## src/rtl/dsm_bitstream_gen_if.sv

```systemverilog
// Word-input handshake for the delta-sigma bitstream generator.
// A word transfers on a rising clk edge where data_valid && data_ready; the source holds data_in stable while data_valid is high, and data_ready is registered.
interface dsm_bitstream_gen_if #(
  parameter int DATA_W = 12
) ();
  logic [DATA_W-1:0] data_in;
  logic              data_valid;
  logic              data_ready;

  modport master (output data_in, output data_valid, input data_ready);
  modport slave  (input data_in, input data_valid, output data_ready);
endinterface

```

## src/rtl/dsm_bitstream_gen.sv

```systemverilog
// Second-order delta-sigma modulator: one unsigned word per OSR-bit frame in, one bit per clk out.
// Each word is held for a full frame through a 1-entry holding register.
module dsm_bitstream_gen #(
  parameter int DATA_W = 12,
  parameter int OSR    = 512,
  parameter int I1_W   = 16,
  parameter int I2_W   = 18
) (
  input  logic                clk,
  input  logic                rst,
  dsm_bitstream_gen_if.slave  sif,
  output logic                bit_out,
  output logic                frame_start,
  output logic                underrun
);
  localparam int CNT_W = $clog2(OSR);
  localparam int S1_W  = I1_W + 2;
  localparam int S2_W  = I2_W + 2;

  localparam logic [DATA_W-1:0] MID      = DATA_W'(2 ** (DATA_W - 1));
  localparam logic [DATA_W:0]   HALF     = (DATA_W + 1)'(2 ** (DATA_W - 1));
  localparam logic [DATA_W:0]   NEG_HALF = (DATA_W + 1)'(-(2 ** (DATA_W - 1)));

  logic [CNT_W-1:0]  cnt;
  logic              hold_full;
  logic [DATA_W-1:0] hold_word;
  logic [DATA_W-1:0] active;
  logic [I1_W-1:0]   i1;
  logic [I2_W-1:0]   i2;

  logic              xfer;
  logic              accept;
  logic              hold_full_nxt;
  logic [DATA_W:0]   x;
  logic [DATA_W:0]   fb;
  logic [S1_W-1:0]   sum1;
  logic [S2_W-1:0]   sum2;
  logic [I1_W-1:0]   i1_nxt;
  logic [I2_W-1:0]   i2_nxt;

  always_comb begin
    xfer   = (cnt == CNT_W'(OSR - 1));
    accept = sif.data_valid & sif.data_ready;

    // An accept can only happen while hold is empty, so it never collides with a hold->active move.
    hold_full_nxt = hold_full;
    if (accept) begin
      hold_full_nxt = 1'b1;
    end else if (xfer) begin
      hold_full_nxt = 1'b0;
    end

    x  = {1'b0, active} - HALF;
    fb = bit_out ? HALF : NEG_HALF;

    sum1 = {{(S1_W - I1_W){i1[I1_W-1]}}, i1}
         + {{(S1_W - DATA_W - 1){x[DATA_W]}}, x}
         - {{(S1_W - DATA_W - 1){fb[DATA_W]}}, fb};
    if ((&sum1[S1_W-1:I1_W-1]) | ~(|sum1[S1_W-1:I1_W-1])) begin
      i1_nxt = sum1[I1_W-1:0];
    end else begin
      i1_nxt = sum1[S1_W-1] ? {1'b1, {(I1_W-1){1'b0}}} : {1'b0, {(I1_W-1){1'b1}}};
    end

    // Second integrator sees the freshly updated first integrator (delay-free path).
    sum2 = {{(S2_W - I2_W){i2[I2_W-1]}}, i2}
         + {{(S2_W - I1_W){i1_nxt[I1_W-1]}}, i1_nxt}
         - {{(S2_W - DATA_W - 1){fb[DATA_W]}}, fb};
    if ((&sum2[S2_W-1:I2_W-1]) | ~(|sum2[S2_W-1:I2_W-1])) begin
      i2_nxt = sum2[I2_W-1:0];
    end else begin
      i2_nxt = sum2[S2_W-1] ? {1'b1, {(I2_W-1){1'b0}}} : {1'b0, {(I2_W-1){1'b1}}};
    end
  end

  always_ff @(posedge clk) begin
    if (rst) begin
      cnt            <= '0;
      hold_full      <= 1'b0;
      hold_word      <= '0;
      active         <= MID;
      i1             <= '0;
      i2             <= '0;
      bit_out        <= 1'b0;
      frame_start    <= 1'b0;
      underrun       <= 1'b0;
      sif.data_ready <= 1'b0;
    end else begin
      cnt            <= xfer ? '0 : cnt + 1'b1;
      frame_start    <= xfer;
      hold_full      <= hold_full_nxt;
      sif.data_ready <= ~hold_full_nxt;
      if (accept) begin
        hold_word <= sif.data_in;
      end
      if (xfer && hold_full) begin
        active <= hold_word;
      end
      if (xfer && !hold_full) begin
        underrun <= 1'b1;
      end
      i1      <= i1_nxt;
      i2      <= i2_nxt;
      bit_out <= ~i2_nxt[I2_W-1];
    end
  end
endmodule

```

## src/flat_wrapper.sv

```systemverilog
// flat-port wrapper written by rule: the top's interface ports become plain ports
module dsm_bitstream_gen_flat 
#(
  parameter int DATA_W = 12,
  parameter int OSR    = 512,
  parameter int I1_W   = 16,
  parameter int I2_W   = 18
)
  (clk, rst, bit_out, frame_start, underrun, sif_data_in, sif_data_valid, sif_data_ready);
  dsm_bitstream_gen_if #(.DATA_W(DATA_W)) sif_i ();
  input  logic clk;
  input  logic rst;
  output logic bit_out;
  output logic frame_start;
  output logic underrun;
  input wire logic [$bits(sif_i.data_in)-1:0] sif_data_in;
  input wire logic [$bits(sif_i.data_valid)-1:0] sif_data_valid;
  output wire logic [$bits(sif_i.data_ready)-1:0] sif_data_ready;
  assign sif_i.data_in = sif_data_in;
  assign sif_i.data_valid = sif_data_valid;
  assign sif_data_ready = sif_i.data_ready;
  dsm_bitstream_gen #(.DATA_W(DATA_W), .OSR(OSR), .I1_W(I1_W), .I2_W(I2_W)) u_core (.clk(clk), .rst(rst), .sif(sif_i), .bit_out(bit_out), .frame_start(frame_start), .underrun(underrun));
endmodule
```

## config.mk

```make
export PLATFORM = sky130hd
export DESIGN_NAME = dsm_bitstream_gen_flat
export DESIGN_NICKNAME = d
export VERILOG_FILES = /design/src/rtl/dsm_bitstream_gen_if.sv /design/src/rtl/dsm_bitstream_gen.sv /design/src/flat_wrapper.sv
export SDC_FILE = /design/constraint.sdc
export NUM_CORES = 1
export LEC_CHECK = 0
export CAP_MARGIN = 0
export CORE_ASPECT_RATIO = 1.2
export CORE_MARGIN = 2
export CORE_UTILIZATION = 40
export CTS_CLUSTER_SIZE = 40
export DETAILED_ROUTE_END_ITERATION = 12
export PLACE_DENSITY = 0.55
export SYNTH_ARGS = -nofsm -noshare
export SYNTH_HDL_FRONTEND = slang
export SYNTH_SLANG_ARGS = --single-unit
```

## constraint.sdc

```tcl
create_clock -name clk -period 8.3 [get_ports clk]
set_input_delay 1.245 -clock clk [delete_from_list [all_inputs] [get_ports clk]]
set_output_delay 1.245 -clock clk [all_outputs]
set_load 0.01 [all_outputs]
```

== Word-level counts from Yosys, hierarchy flattened ==
Index checks and enable logic that the tools add are counted.

* Bits in registers: 72
* Word-level logic and storage cells: 39

* Add/sub/neg operators: 6
* Equal/unequal tests: 1
* Muxes and demuxes: 7
* Bitwise logic cells: 7
* Reduce and logical (&&, ||, !) cells: 8

{| class="wikitable"
|+ Operators with widths
! kind !! number
|-
| $mux 18 || 2
|-
| $mux 16 || 2
|-
| $sub 20x20->20 || 1
|-
| $add 18x16->19 || 1
|-
| $sub 18x18->18 || 1
|-
| $add 16x13->17 || 1
|-
| $mux 13 || 1
|-
| $sub 12x12->13 const B || 1
|-
| $add 9x1->9 const B || 1
|-
| $eq 9x9->1 const B || 1
|-
| $reduce_and 3->1 || 2
|-
| $reduce_or 3->1 || 2
|-
| $not 1->1 || 4
|-
| $logic_and 1x1->1 || 2
|-
| $mux 1 || 2
|-
| $or 1x1->1 || 2
|-
| $reduce_or 2->1 || 1
|-
| $and 1x1->1 || 1
|-
| $logic_not 1->1 || 1
|}

== Logic depth before layout (Yosys ltp) ==
* Word-level depth: 14
* Depth in mapped cells: 39
* Gate-level depth less buffers: 37

== Worst setup path after synthesis ==
OpenSTA, ideal clock, no wires.

* Path type: reg2reg
* Start: register u_core.active[0]
* End: register u_core.i2[12]
* Arrival: 7.188 ns
* Required time: 8.185 ns
* Setup slack: 0.998 ns
* Stages on the path, launching flop included: 38
* Path buffers: 2
* Clock period less this slack: 7.302 ns
* Cells stage by stage: dfxtp_1 > ha_1 > inv_1 > fa_1 > nor2b_1 > o21a_1 > o21ai_0 > a211oi_1 > o21ai_0 > nand2b_1 > a21oi_1 > xnor2_1 > fa_1 > a21o_1 > a21oi_1 > nand2b_1 > a31oi_1 > inv_1 > (+2 left out) > a21oi_1 > ha_1 > a211oi_1 > o21ai_0 > a21oi_1 > o211ai_1 > xor2_1 > inv_1 > fa_1 > nor2b_1 > o21ai_1 > a21boi_1 > o31a_1 > a2bb2oi_2 > nor2b_1 > buf_2 > a311oi_1 > a2111oi_0

* Longest elaborated chain between the ends: 13
* Elaborated cells between the ends (all ways): 17
* Classes of those cells: add/sub (5); mux (4); bitwise (4); reduce/logical (4)

{| class="wikitable"
|+ Ends and longest elaborated chain
! what !! line !! RTL
|-
| start, declared || dsm_bitstream_gen.sv:27 || <nowiki>logic [DATA_W-1:0] active;</nowiki>
|-
| start signal, assigned || dsm_bitstream_gen.sv:97 || <nowiki>active <= hold_word;</nowiki>
|-
| $sub 12x12->13 * || dsm_bitstream_gen.sv:53 || <nowiki>x = {1'b0, active} - HALF;</nowiki>
|-
| $add 16x13->17 * || dsm_bitstream_gen.sv:57 || <nowiki>+ {{(S1_W - DATA_W - 1){x[DATA_W]}}, x}</nowiki>
|-
| $sub 18x18->18 * || dsm_bitstream_gen.sv:58 || <nowiki>- {{(S1_W - DATA_W - 1){fb[DATA_W]}}, fb};</nowiki>
|-
| $reduce_or 3->1 || dsm_bitstream_gen.sv:59 || <nowiki>if ((&sum1[S1_W-1:I1_W-1]) | ~(|sum1[S1_W-1:I1_W-1])) begin</nowiki>
|-
| $not 1->1 || dsm_bitstream_gen.sv:59 ||
|-
| $or 1x1->1 || dsm_bitstream_gen.sv:59 ||
|-
| $mux 16 * || dsm_bitstream_gen.sv:59 ||
|-
| named net u_core.i1_nxt[2] || dsm_bitstream_gen.sv:38 || <nowiki>logic [I1_W-1:0] i1_nxt;</nowiki>
|-
| $add 18x16->19 * || dsm_bitstream_gen.sv:67 || <nowiki>+ {{(S2_W - I1_W){i1_nxt[I1_W-1]}}, i1_nxt}</nowiki>
|-
| $sub 20x20->20 * || dsm_bitstream_gen.sv:68 || <nowiki>- {{(S2_W - DATA_W - 1){fb[DATA_W]}}, fb};</nowiki>
|-
| $reduce_or 3->1 || dsm_bitstream_gen.sv:69 || <nowiki>if ((&sum2[S2_W-1:I2_W-1]) | ~(|sum2[S2_W-1:I2_W-1])) begin</nowiki>
|-
| $not 1->1 || dsm_bitstream_gen.sv:69 ||
|-
| $or 1x1->1 || dsm_bitstream_gen.sv:69 ||
|-
| $mux 18 * || dsm_bitstream_gen.sv:69 ||
|-
| end signal, assigned || dsm_bitstream_gen.sv:103 || <nowiki>i2 <= i2_nxt;</nowiki>
|-
| end, declared || dsm_bitstream_gen.sv:29 || <nowiki>logic [I2_W-1:0] i2;</nowiki>
|}

Mark *: on every way through the listed nets, which the timed path passes. The rest lies on a longest branch.
A chain may end at the register's enable or synchronous reset.

== Worst setup path after layout ==
* Start: register u_core.active[0]
* End: register u_core.i2[4]

Same word-level chain as after synthesis.

==> results.json <==
{
  "cts_tree": "built",
  "worstMarginPinSlew_ns": 0.700,
  "slowest_stage": "fa_1",
  "synth_warnings": 0,
  "hp-class": "reg -> reg",
  "ys_seq_area_share_pct": 30.5,
  "die_y_um": 123,
  "worstHoldStart": "u_core.cnt[0]$_SDFF_PP0_",
  "yosys-top-cells-area": "dfxtp_1 30%, ha_1 13%, a21oi_1 9.1%",
  "via_count": 4104,
  "cts.clk_slew.worst_paths_ns": 0.06,
  "startpoint_type": "flop",
  "worstHoldEndpoint": "u_core.cnt[0]$_SDFF_PP0_",
  "avgViaCountPerCell": 5.34,
  "avgSynthCellArea_um2": 8.06,
  "syn_nets": 654,
  "initial_core_util_pct": 40.9,
  "critPathMaxFanout": 19,
  "core-area_mm2": 0.0116,
  "setup_ws_ns": 0.666,
  "ff2ff_path_depth": 38,
  "antenna_found_initial": 0,
  "r2r_start": "u_core.active[0]$_SDFFE_PP0P_",
  "drc": 0,
  "finalSetupViolCount": 0,
  "drive_gt1_share_pct": 8.82,
  "synthDistinctLibCells": 56,
  "period_minus_slack_ns": 7.63,
  "slowest_delay_ns": 0.45,
  "drt_iter0_markers": 103,
  "crit_family": "compound AO/OA/AOI/OAI gates",
  "syn-instance-count": 587,
  "gp_congestion": 0.848,
  "dieArea_mm2": 0.0127,
  "setup_tns_ns": 0,
  "synthArstFlopShare_pct": 0,
  "first_global_vias": 3814,
  "hold_violations": 0,
  "synth_edf_count": 0,
  "cts-root-buf": "clkbuf_16",
  "place.port_buffers": 18,
  "skew_ns": 0.00616,
  "crit_type": "reg -> reg",
  "io_pins": 19,
  "ant_nets": 0,
  "gr-usage-all-layers_pct": 17.7,
  "die_x_um": 103,
  "n_fill_cell": 1159,
  "slew_headroom_pct": 52.8,
  "holdBufCountCts": 0,
  "cts_buffers": 9,
  "crit_required_ns": 8.55,
  "cap_violations": 0,
  "route.detailed.wl_per_inst_um": 14.0,
  "grt_max_degree": 44,
  "num_rows": 43,
  "worstSetupEndpointType": "flop",
  "clk_path_buf_depth": 2,
  "holdPathStages": 1,
  "synth_area_mm2": 0.00473,
  "period_share_pct": 92.0,
  "routed_wl_um": 10700,
  "synth_seq_cells": 72,
  "grt_first_pass_wirelength_um": 17700,
  "r2r_slack_ns": 0.67,
  "htreeDepth": 3,
  "diodes": 0,
  "fmax_ghz": 0.131,
  "worstPathBufferInverterCount": 4,
  "status": "complete, no violations",
  "worstPathArrival_ns": 7.88,
  "place_hpwl_um": 8130,
  "slew_viol_final": 0,
  "clkLatencyLatePin_ns": 0.33,
  "cts_sinks": 72,
  "grt-ovfl-total": 0,
  "netlist.area_leader.share_pct": 30.5,
  "synth_top_area_cell": "dfxtp_1",
  "rr_endpoint": "u_core.i2[4]$_SDFF_PP0_",
  "place_worst_setup_slack_ns": 0.149,
  "drt-pass1-iter-count": 4,
  "area_delta_synth_final_pct": 15.3,
  "nets": 674,
  "synthFlopType": "dfxtp_1"
}
worst max-delay path by stage:
stage / start / to / slack, ns / cells after the start
after floorplan: u_core.active[0]$_SDFFE_PP0P_ / u_core.i2[12]$_SDFF_PP0_ / 1.0 / 37
after global placement: u_core.active[0]$_SDFFE_PP0P_ / u_core.i2[12]$_SDFF_PP0_ / 0.38 / 37
after detailed placement: u_core.active[0]$_SDFFE_PP0P_ / u_core.i2[4]$_SDFF_PP0_ / 0.15 / 36
after CTS: u_core.active[0]$_SDFFE_PP0P_ / u_core.i2[4]$_SDFF_PP0_ / 0.09 / 36
after global routing: u_core.active[0]$_SDFFE_PP0P_ / u_core.i2[4]$_SDFF_PP0_ / -0.01 / 38
final: u_core.active[0]$_SDFFE_PP0P_ / u_core.i2[4]$_SDFF_PP0_ / 0.67 / 38
synthesized netlist by cell type (9+ instances only):
cell type	count
nor2b_1	10
dfxtp_1	72
xor2_1	16
nand3_1	9
ha_1	48
clkbuf_1	13
a21oi_2	10
inv_1	24
nor2_1	34
a21oi_1	86
nand2_1	77
xnor2_1	28
o21ai_0	44
a21o_1	12
logic make-up after synthesis:
family	synth area share (%)
AOI/OAI and AO/OA	26.7
xor gates and xnor gates	8.15
adders and majority gates	14.4
buffers and inverters	4.05
DFF	30.5
and+or+nand+nor	16.2
final cells by class:
cell class	count	area (um2)	area share, %
clock buffers	10	229	4.20
clock inverters	6	92.6	1.70
inverters	24	90.1	1.65
multi-input cells	469	3130	57.3
flip-flops and latches	72	1440	26.4
well taps	157	196	3.60
repair buffers	31	278	5.09
state kept, by name (all words and copies together) (netlist names):
register,flops
u_core.hold_word,12
u_core.hold_full,1
u_core.i2,18
u_core.bit_out,1
u_core.sif.data_ready,1
u_core.frame_start,1
u_core.underrun,1
u_core.active,12
u_core.cnt,9
u_core.i1,16
metrics by stage:
step	utilization, %	hold WS [ns]	cell area [um2]	std cells
after floorplan	-	0.418	4730	587
after global placement	43.9	0.430	5080	750
after detailed placement	43.9	0.441	5080	750
after CTS	46.7	0.451	5400	766
after global routing	47.1	0.463	5450	769
final	47.1	0.447	5450	769
repair_timing:
item                       in CTS  in global routing
setup buffers                   0                  3
gates resized for setup         0                  9
setup endpoints to repair       0                 18
metal layers:
layer | global-route usage, % | routed length [um] | vias to the layer above
met5 | 0 | 0 | -
met4 | 5.84 | 124 | 0
met3 | 2.54 | 147 | 8
met2 | 29.3 | 5210 | 30
met1 | 23.5 | 5260 | 1942
li1 | - | - | 2124
placed cells by master, fill, tap and decap left out, types with 4 or more instances in the layout:
cell type / Yosys / routed
fa_1: 4 / 4
ha_1: 48 / 48
xnor2_1: 28 / 28
dfxtp_1: 72 / 72
inv_1: 24 / 23
nand3_1: 9 / 9
nor2b_1: 10 / 9
o21ai_0: 44 / 44
and3_1: 5 / 5
nand2_1: 77 / 77
xor2_1: 16 / 16
nor2_1: 34 / 34
clkbuf_16: 0 / 9
o21a_1: 7 / 7
o211ai_1: 8 / 8
nor3_1: 7 / 7
a21oi_2: 10 / 12
or3_1: 4 / 4
clkdlybuf4s50_1: 0 / 18
a211oi_1: 6 / 6
buf_4: 2 / 13
a21o_1: 12 / 12
nand2b_1: 7 / 7
a21oi_1: 86 / 84
worst reg2reg max path, delay by kind of cell (launching register included):
kind	cells	cell delay, ns
AO/OA/AOI/OAI	18	3.16
XOR/XNOR	2	0.39
adder cells (fa/ha/maj)	6	2.15
buffers and inverters	4	0.57
flip-flops	1	0.33
AND/OR/NAND/NOR	8	0.94
Power is left out: the tool's default activity adds up to more than one toggle a clock period on the data nets, which glitch-free logic cannot reach.
